$ cat config.mk
export PLATFORM = sky130hd
export DESIGN_NAME = regfile_wb_queue
export DESIGN_NICKNAME = d
export VERILOG_FILES = /design/src/rtl/regfile_wb_queue.sv
export SDC_FILE = /design/constraint.sdc
export NUM_CORES = 1
export LEC_CHECK = 0
export CORE_MARGIN = 2
export CORE_UTILIZATION = 55
export CTS_CLUSTER_SIZE = 20
export DETAILED_ROUTE_END_ITERATION = 8
export PLACE_DENSITY = 0.84
export SLEW_MARGIN = 20
export SYNTH_ARGS = -nofsm -noshare
export SYNTH_HDL_FRONTEND = slang
export SYNTH_SLANG_ARGS = --single-unit
$ cat constraint.sdc
create_clock -name clk -period 3.2 [get_ports clk]
set_clock_uncertainty 0.1 [all_clocks]
set_input_delay 0.48 -clock clk [delete_from_list [all_inputs] [get_ports clk]]
set_output_delay 0.48 -clock clk [all_outputs]
set_load 0.05 [all_outputs]
$ cat src/rtl/regfile_wb_queue.sv
// Writeback queue between execute/memory results and the register file write port.
// Optional macro WB_QUEUE_BYPASS_EN builds the youngest-match forwarding mux for a1/a2.
module regfile_wb_queue #(
    parameter int DEPTH      = 4,
    parameter int DATA_WIDTH = 32,
    parameter int ADDR_WIDTH = 5
) (
    input  logic                         clk,
    input  logic                         rst_n,
    input  logic                         in_valid,
    output logic                         in_ready,
    input  logic [ADDR_WIDTH-1:0]        in_addr,
    input  logic [DATA_WIDTH-1:0]        in_data,
    input  logic                         drain_hold,
    output logic                         we3,
    output logic [ADDR_WIDTH-1:0]        a3,
    output logic [DATA_WIDTH-1:0]        wd3,
    input  logic [ADDR_WIDTH-1:0]        a1,
    input  logic [ADDR_WIDTH-1:0]        a2,
    output logic                         hz1,
    output logic                         hz2,
    output logic [DATA_WIDTH-1:0]        fwd1_data,
    output logic [DATA_WIDTH-1:0]        fwd2_data,
    output logic [$clog2(DEPTH+1)-1:0]   count,
    output logic                         full,
    output logic                         empty
);

    localparam int PTR_W = $clog2(DEPTH);
    localparam int CNT_W = $clog2(DEPTH+1);

    logic [ADDR_WIDTH-1:0] addr_mem [DEPTH];
    logic [DATA_WIDTH-1:0] data_mem [DEPTH];
    logic [DEPTH-1:0]      vld_reg;
    logic [PTR_W-1:0]      wr_ptr_reg;
    logic [PTR_W-1:0]      rd_ptr_reg;
    logic [CNT_W-1:0]      count_reg;
    logic [CNT_W-1:0]      count_next;

    logic push_ok;
    logic pop;
    logic [DEPTH-1:0] match1;
    logic [DEPTH-1:0] match2;

    assign empty    = (count_reg == '0);
    assign full     = (count_reg == CNT_W'(DEPTH));
    assign in_ready = !full;
    assign count    = count_reg;

    // Register-0 writes complete the handshake but are dropped here.
    assign push_ok = in_valid && in_ready && (in_addr != '0);
    assign pop     = we3;

    assign we3 = !empty && !drain_hold;
    assign a3  = addr_mem[rd_ptr_reg];
    assign wd3 = data_mem[rd_ptr_reg];

    always_comb begin
        count_next = count_reg;
        case ({push_ok, pop})
            2'b10:   count_next = count_reg + CNT_W'(1);
            2'b01:   count_next = count_reg - CNT_W'(1);
            default: count_next = count_reg;
        endcase
    end

    always_ff @(posedge clk or negedge rst_n) begin
        if (!rst_n) begin
            for (int i = 0; i < DEPTH; i++) begin
                addr_mem[i] <= '0;
                data_mem[i] <= '0;
            end
            vld_reg    <= '0;
            wr_ptr_reg <= '0;
            rd_ptr_reg <= '0;
            count_reg  <= '0;
        end else begin
            if (pop) begin
                vld_reg[rd_ptr_reg] <= 1'b0;
                rd_ptr_reg          <= rd_ptr_reg + PTR_W'(1);
            end
            if (push_ok) begin
                vld_reg[wr_ptr_reg]  <= 1'b1;
                addr_mem[wr_ptr_reg] <= in_addr;
                data_mem[wr_ptr_reg] <= in_data;
                wr_ptr_reg           <= wr_ptr_reg + PTR_W'(1);
            end
            count_reg <= count_next;
        end
    end

    // The head still counts as pending during its retire cycle.
    genvar gi;
    generate
        for (gi = 0; gi < DEPTH; gi++) begin : g_match
            assign match1[gi] = vld_reg[gi] && (addr_mem[gi] == a1) && (a1 != '0);
            assign match2[gi] = vld_reg[gi] && (addr_mem[gi] == a2) && (a2 != '0);
        end
    endgenerate

    assign hz1 = |match1;
    assign hz2 = |match2;

`ifdef WB_QUEUE_BYPASS_EN
    // Walk from oldest to youngest so the last match seen wins.
    always_comb begin
        logic [PTR_W-1:0] idx;
        idx       = '0;
        fwd1_data = '0;
        fwd2_data = '0;
        for (int k = 0; k < DEPTH; k++) begin
            idx = rd_ptr_reg + PTR_W'(k);
            if (match1[idx]) fwd1_data = data_mem[idx];
            if (match2[idx]) fwd2_data = data_mem[idx];
        end
    end
`else
    assign fwd1_data = '0;
    assign fwd2_data = '0;
`endif

endmodule

-- Word level (Yosys, flattened, before mapping)
Index checks and enable logic that the tools add are counted.
- $add $sub $neg: 4
- magnitude comparators: 7
- eq/ne operators: 11
- mux-type cells: 19
- bitwise gates (word level): 5
- reductions and logical operators: 32
- operator list (operator ; count):
    bitwise mux 128 bit ; 1
    two-way mux 32 bit ; 3
    binary-select mux 32 bit (select 2 bit) ; 1
    demux 32 bit (select 2 bit) ; 1
    == test 5 bit ; 8
    logical AND 1 bit ; 22
    bitwise mux 20 bit ; 1
    two-way mux 5 bit ; 3
    nonzero test 5 bit ; 3
    binary-select mux 5 bit (select 2 bit) ; 1
    demux 5 bit (select 2 bit) ; 1
    two-way mux 4 bit ; 2
    OR reduction 4 bit ; 2
    >= comparator 3 bit (second input constant) ; 2
    less-than comparator 2 x 3 -> 1 bit (second input constant) ; 2
    NOT 2 -> 3 bit ; 2
    one-hot mux 3 bit (2 select lines) ; 1
    adder 2 x 1 -> 2 bit (second input constant) ; 2
    AND 4 bit ; 1
    demux 1 bit (select 2 bit) ; 2
    >= comparator 2 x 1 -> 1 bit (second input constant) ; 2
    NOT 4 bit ; 1
    OR 4 bit ; 1
    adder 3 x 1 -> 3 bit (second input constant) ; 1
    other kinds (9) ; 12
- register bits after elaboration: 159
- output and inout port bits: 110

-- Depth between registers and ports, before layout
- depth in word-level cells: 9
- depth in mapped cells: 11
- depth with buffers taken out: 10

-- Least setup slack after synthesis
OpenSTA, ideal clock, no wires.
- path kind: register to register
- start: register count_reg[2] (netlist: count[2])
- end: register count_reg[2] (netlist: count[2])
- setup time: 0.145 ns
- data arrival time: 3.468 ns
- setup slack: -0.513 ns
- stages on the path, launching flop included: 9
- path buffers: 0
- clock period less this slack: 3.713 ns
- cell sequence: dfrtp_1 -> nor3_1 -> nor2_1 -> ha_1 -> inv_1 -> fa_1 -> xor2_1 -> nor2_1 -> xor2_1
- elaborated cells on any way between the ends: 13
- those cells by class: add/sub: 2; eq/ne: 3; mux: 1; reduce/logical: 7
- RTL lines (item ; line ; RTL):
    start, declared ; 37 ; logic [CNT_W-1:0] count_reg;
    start signal, assigned ; 88 ; count_reg <= count_next;
    zero test 3 bit * ; 45 ; assign empty = (count_reg == '0);
    via empty ; 26 ; output logic empty
    zero test 1 bit * ; 54 ; assign we3 = !empty && !drain_hold;
    logical AND 1 bit * ; 54 ;
    via we3 ; 15 ; output logic we3,
    == test 2 x 1 -> 1 bit or == test 2 bit (tied branches) ; 60 ; case ({push_ok, pop})
    one-hot mux 3 bit (2 select lines) or nonzero test 2 bit (tied branches) ; - ;
Mark *: on every way through the listed nets, which the timed path passes. The rest lies on a longest branch.
A chain may end at the register's enable or synchronous reset.

-- Worst setup path in the final report
- start: register rd_ptr_reg[0]
- end: output wd3[0]
- cells in the longest elaborated chain, start to end: 4
- ends and longest elaborated chain (item ; line ; RTL):
    start, declared ; 36 ; logic [PTR_W-1:0] rd_ptr_reg;
    start signal, assigned ; 80 ; rd_ptr_reg <= rd_ptr_reg + PTR_W'(1);
    NOT 2 -> 3 bit (not written as such) ; 56 ; assign wd3 = data_mem[rd_ptr_reg];
    binary-select mux 32 bit (select 2 bit) ; 56 ;
    two-way mux 32 bit (not written as such) (2 in a row) ; 56 ;
    end, declared ; 17 ; output logic [DATA_WIDTH-1:0] wd3,
No other way between the ends. The select of a mux whose other input is x is not followed.

==> summary.md <==
| Metric | Value |
|---|---|
| YS warnings | 0 |
| N_diodes | 0 |
| Finish-stage setup viols | 0 |
| Worst-Margin Slew | 0.910 ns |
| DRC marker count from the first detailed-route iteration | 250 |
| CTS root buf | clkbuf_16 |
| P_sw | 0.00529 W |
| Share of layout cells above drive strength 1 | 36.8% |
| WP data required | 2.62 ns |
| Worst min-delay path category | input port to asynchronous set/reset pin |
| Yosys cell types | 29 |
| Area delta synth->final | 17.6% |
| EDFF count, synth | 0 |
| Top cell type's share of synthesized area | 47.1% |
| Grt total ovfl | 0 |
| Cell area after synthesis | 8450 µm² |
| Ys flop type | dfrtp_1 |
| Final Non-Filler Cells | 854 |
| Vias | 4,677 |
| RSZ-0062 raised after global routing | false |
| Worst-path fanout max | 19 |
| Commonest non-fill, non-tap cell in the layout | dfrtp_1 |
| Status | finished, final reports clean |
| Pins over their slew limit | 0 |
| Ys async rst share | between 90% and 100% |
| Initial Utilization | ~56% |
| Worst slack at placement | 0.231 ns |
| Antenna-violating nets left | 0 |
| CTS Buf Count | 17 |
| Power share of the clock group | 15.9% |
| Multi-input gate area | around 3800 µm² |
| Crit share post-route | 95.6% |
| Synthesized instance count | 557 |
| Die height | 128 µm |
| WL per Instance | 19.7 µm |
| Final hold slack | 0.0221 ns |
| Max-Cap Viols | 0 |
| Slew HR | 39.3% |
| Avg Synthesized Cell Area | 15.2 µm² |
| Maximum vdd drop | 0.000826 V |
| GPL Wtd Cong | between 0.8 and 0.9 |
| I/O Buffers | 96 |
| Final wirelength | 16,900 µm |
| Setup slack after layout | 0.142 ns |
| CP Capture Type | output pin |
| Switch share | between 40% and 50% |
| Register area share after synthesis | 47.1% |
| Number of gates resized after cts | 0 |
| PwrDens | 1290 nW/µm² |
| Worst-Skew Late Latency | 0.42 ns |
| First-pass GRT wire length | 27,600 µm |
| Max reg flops | between 100 and 150 |
| Drt first pass iters | 4 |
| Vias in the first global route | around 5,100 |
| CTS Sinks | 159 |
| Final net count | 714 |
| Fmax | 327 MHz |
| Setup Buffers After CTS | 0 |
| CTS max path bufs | 2 |
| CTS tree | done |
| Area after DPL | 9330 µm² |
| Storage element area | 3980 µm² |
| Hold_buf cts | 0 |
| DP Wirelength | 11,500 µm |
| Worst Setup Start Kind | flip-flop |
| # DRC | 0 |
| Fin crit period | 3.06 ns |
| Initial antenna violation count | 0 |
| Post-synth top area cell | dfrtp_1 |
| CP Class | flip-flop to output pin |
| Placed cells | 822 |
| Most frequent cells in the layout | dfrtp_1 (157), clkdlybuf4s50_1 (93), mux2_4 (76), mux2_2 (72), conb_1 (64) |
| All-layer global routing usage | 22.2% |
| Largest cells by area after synthesis | dfrtp_1 (47%), mux2_4 (14%), mux4_2 (9.9%), mux2_2 (9.6%), buf_4 (6.0%) |
| Core footprint | about 15,000 µm² |
| Synth Register Bits | approximately 160 |
| CTS clk-pin slew, worst paths | about 0.060 ns |
| Post-route setup TNS | 0 ns |
| Sequential power share | between 20% and 30% |
| Combinational Power Share | 54.3% |
| Hold violation total from the final report | 0 |
| Largest net degree at the start of global routing | 97 |
| Vias per Instance | roughly 5.5 |
| Area of the die | between 15,000 and 20,000 µm² |
| Die width | 128 µm |
| Leakage | about 4.6 nW |
| Fillcell total | 1,051 |
| Internal power | 0.00755 W |
| H-tree depth | 4 |
| Row count | 45 |
| CP arrival | 2.48 ns |
| Final Cell Area | 9930 µm² |
| Top Ports | 161 |
## per-layer routing
| metal | global-route usage, % | share of wire [%] |
|---|---|---|
| met3 | 5.93 | 5.4 |
| met5 | 0 | 0 |
| met1 | 28.5 | 43 |
| met2 | 37.6 | 51 |
| met4 | 5.75 | 1.5 |
## final cells by class
cell class	count	share of cell area, %
well taps	188	2.37
clock inverters	12	1.37
clock buffers	20	4.70
multi-input cells	353	38.7
repair buffers	113	12.4
inverters	9	0.340
flip-flops and latches	159	40.1
## power by group through the flow
stage | clock [W] | sequential (W) | combinational, W
final | 0.00205 | 0.00382 | 0.00697
after global routing | 0.00218 | 0.00394 | 0.00734
after CTS | 0.00209 | 0.00381 | 0.00704
after detailed placement | 0 | 0.00383 | 0.00699
after global placement | 0 | 0.00374 | 0.00689
after floorplan | 0 | 0.00360 | 0.00541
## Yosys cell counts, types with 4 or more instances
cell,instances
inv_1,9
nor4_1,8
buf_2,4
nand2_4,4
dfrtp_1,159
clkbuf_1,13
buf_12,12
nand3_1,9
ha_1,9
nand2_1,14
xnor2_1,11
buf_4,68
mux2_2,72
xor2_1,34
mux2_4,76
mux4_2,37
## cell families after synthesis
kind of cell             after synthesis  share of synthesized area, %
flip-flops                           159                          47.1
AND/OR/NAND/NOR                       43                          2.83
AO/OA/AOI/OAI                          5                         0.415
XOR/XNOR                              45                          4.67
buffers and inverters                108                          10.3
multiplexers                         186                          33.1
other                                  1                        0.0444
adder cells (fa/ha/maj)               10                          1.57
## metrics by stage
stage / utilization (%) / power [W]
2_1_floorplan: - / 0.00901
3_3_place_gp: 61.8 / 0.0106
3_5_place_dp: 61.8 / 0.0108
4_1_cts: 65.8 / 0.0129
5_1_grt: 65.8 / 0.0135
6_report: 65.8 / 0.0128
## worst paths after layout
path / from / end / slack (ns) / cells after the start
max: rd_ptr_reg[0] / wd3[0] / 0.14 / 3
min: rst_n / addr_mem[6] / 0.02 / 1
max reg2reg: count[0] / count[2] / 1.07 / 10
min reg2reg: data_mem[1] / data_mem[1] / 0.40 / 1
max in group asynchronous: rst_n / wr_ptr_reg[1] / 2.12 / 2
min in group clk: data_mem[1] / data_mem[1] / 0.40 / 1
## critical path: stages, from the launching register on
cell,delay [ns]
dfrtp_2,0.37
buf_4,0.36
mux4_2,0.58
clkdlybuf4s50_1,0.74
Note: power is estimated with default switching activity, not from simulation.
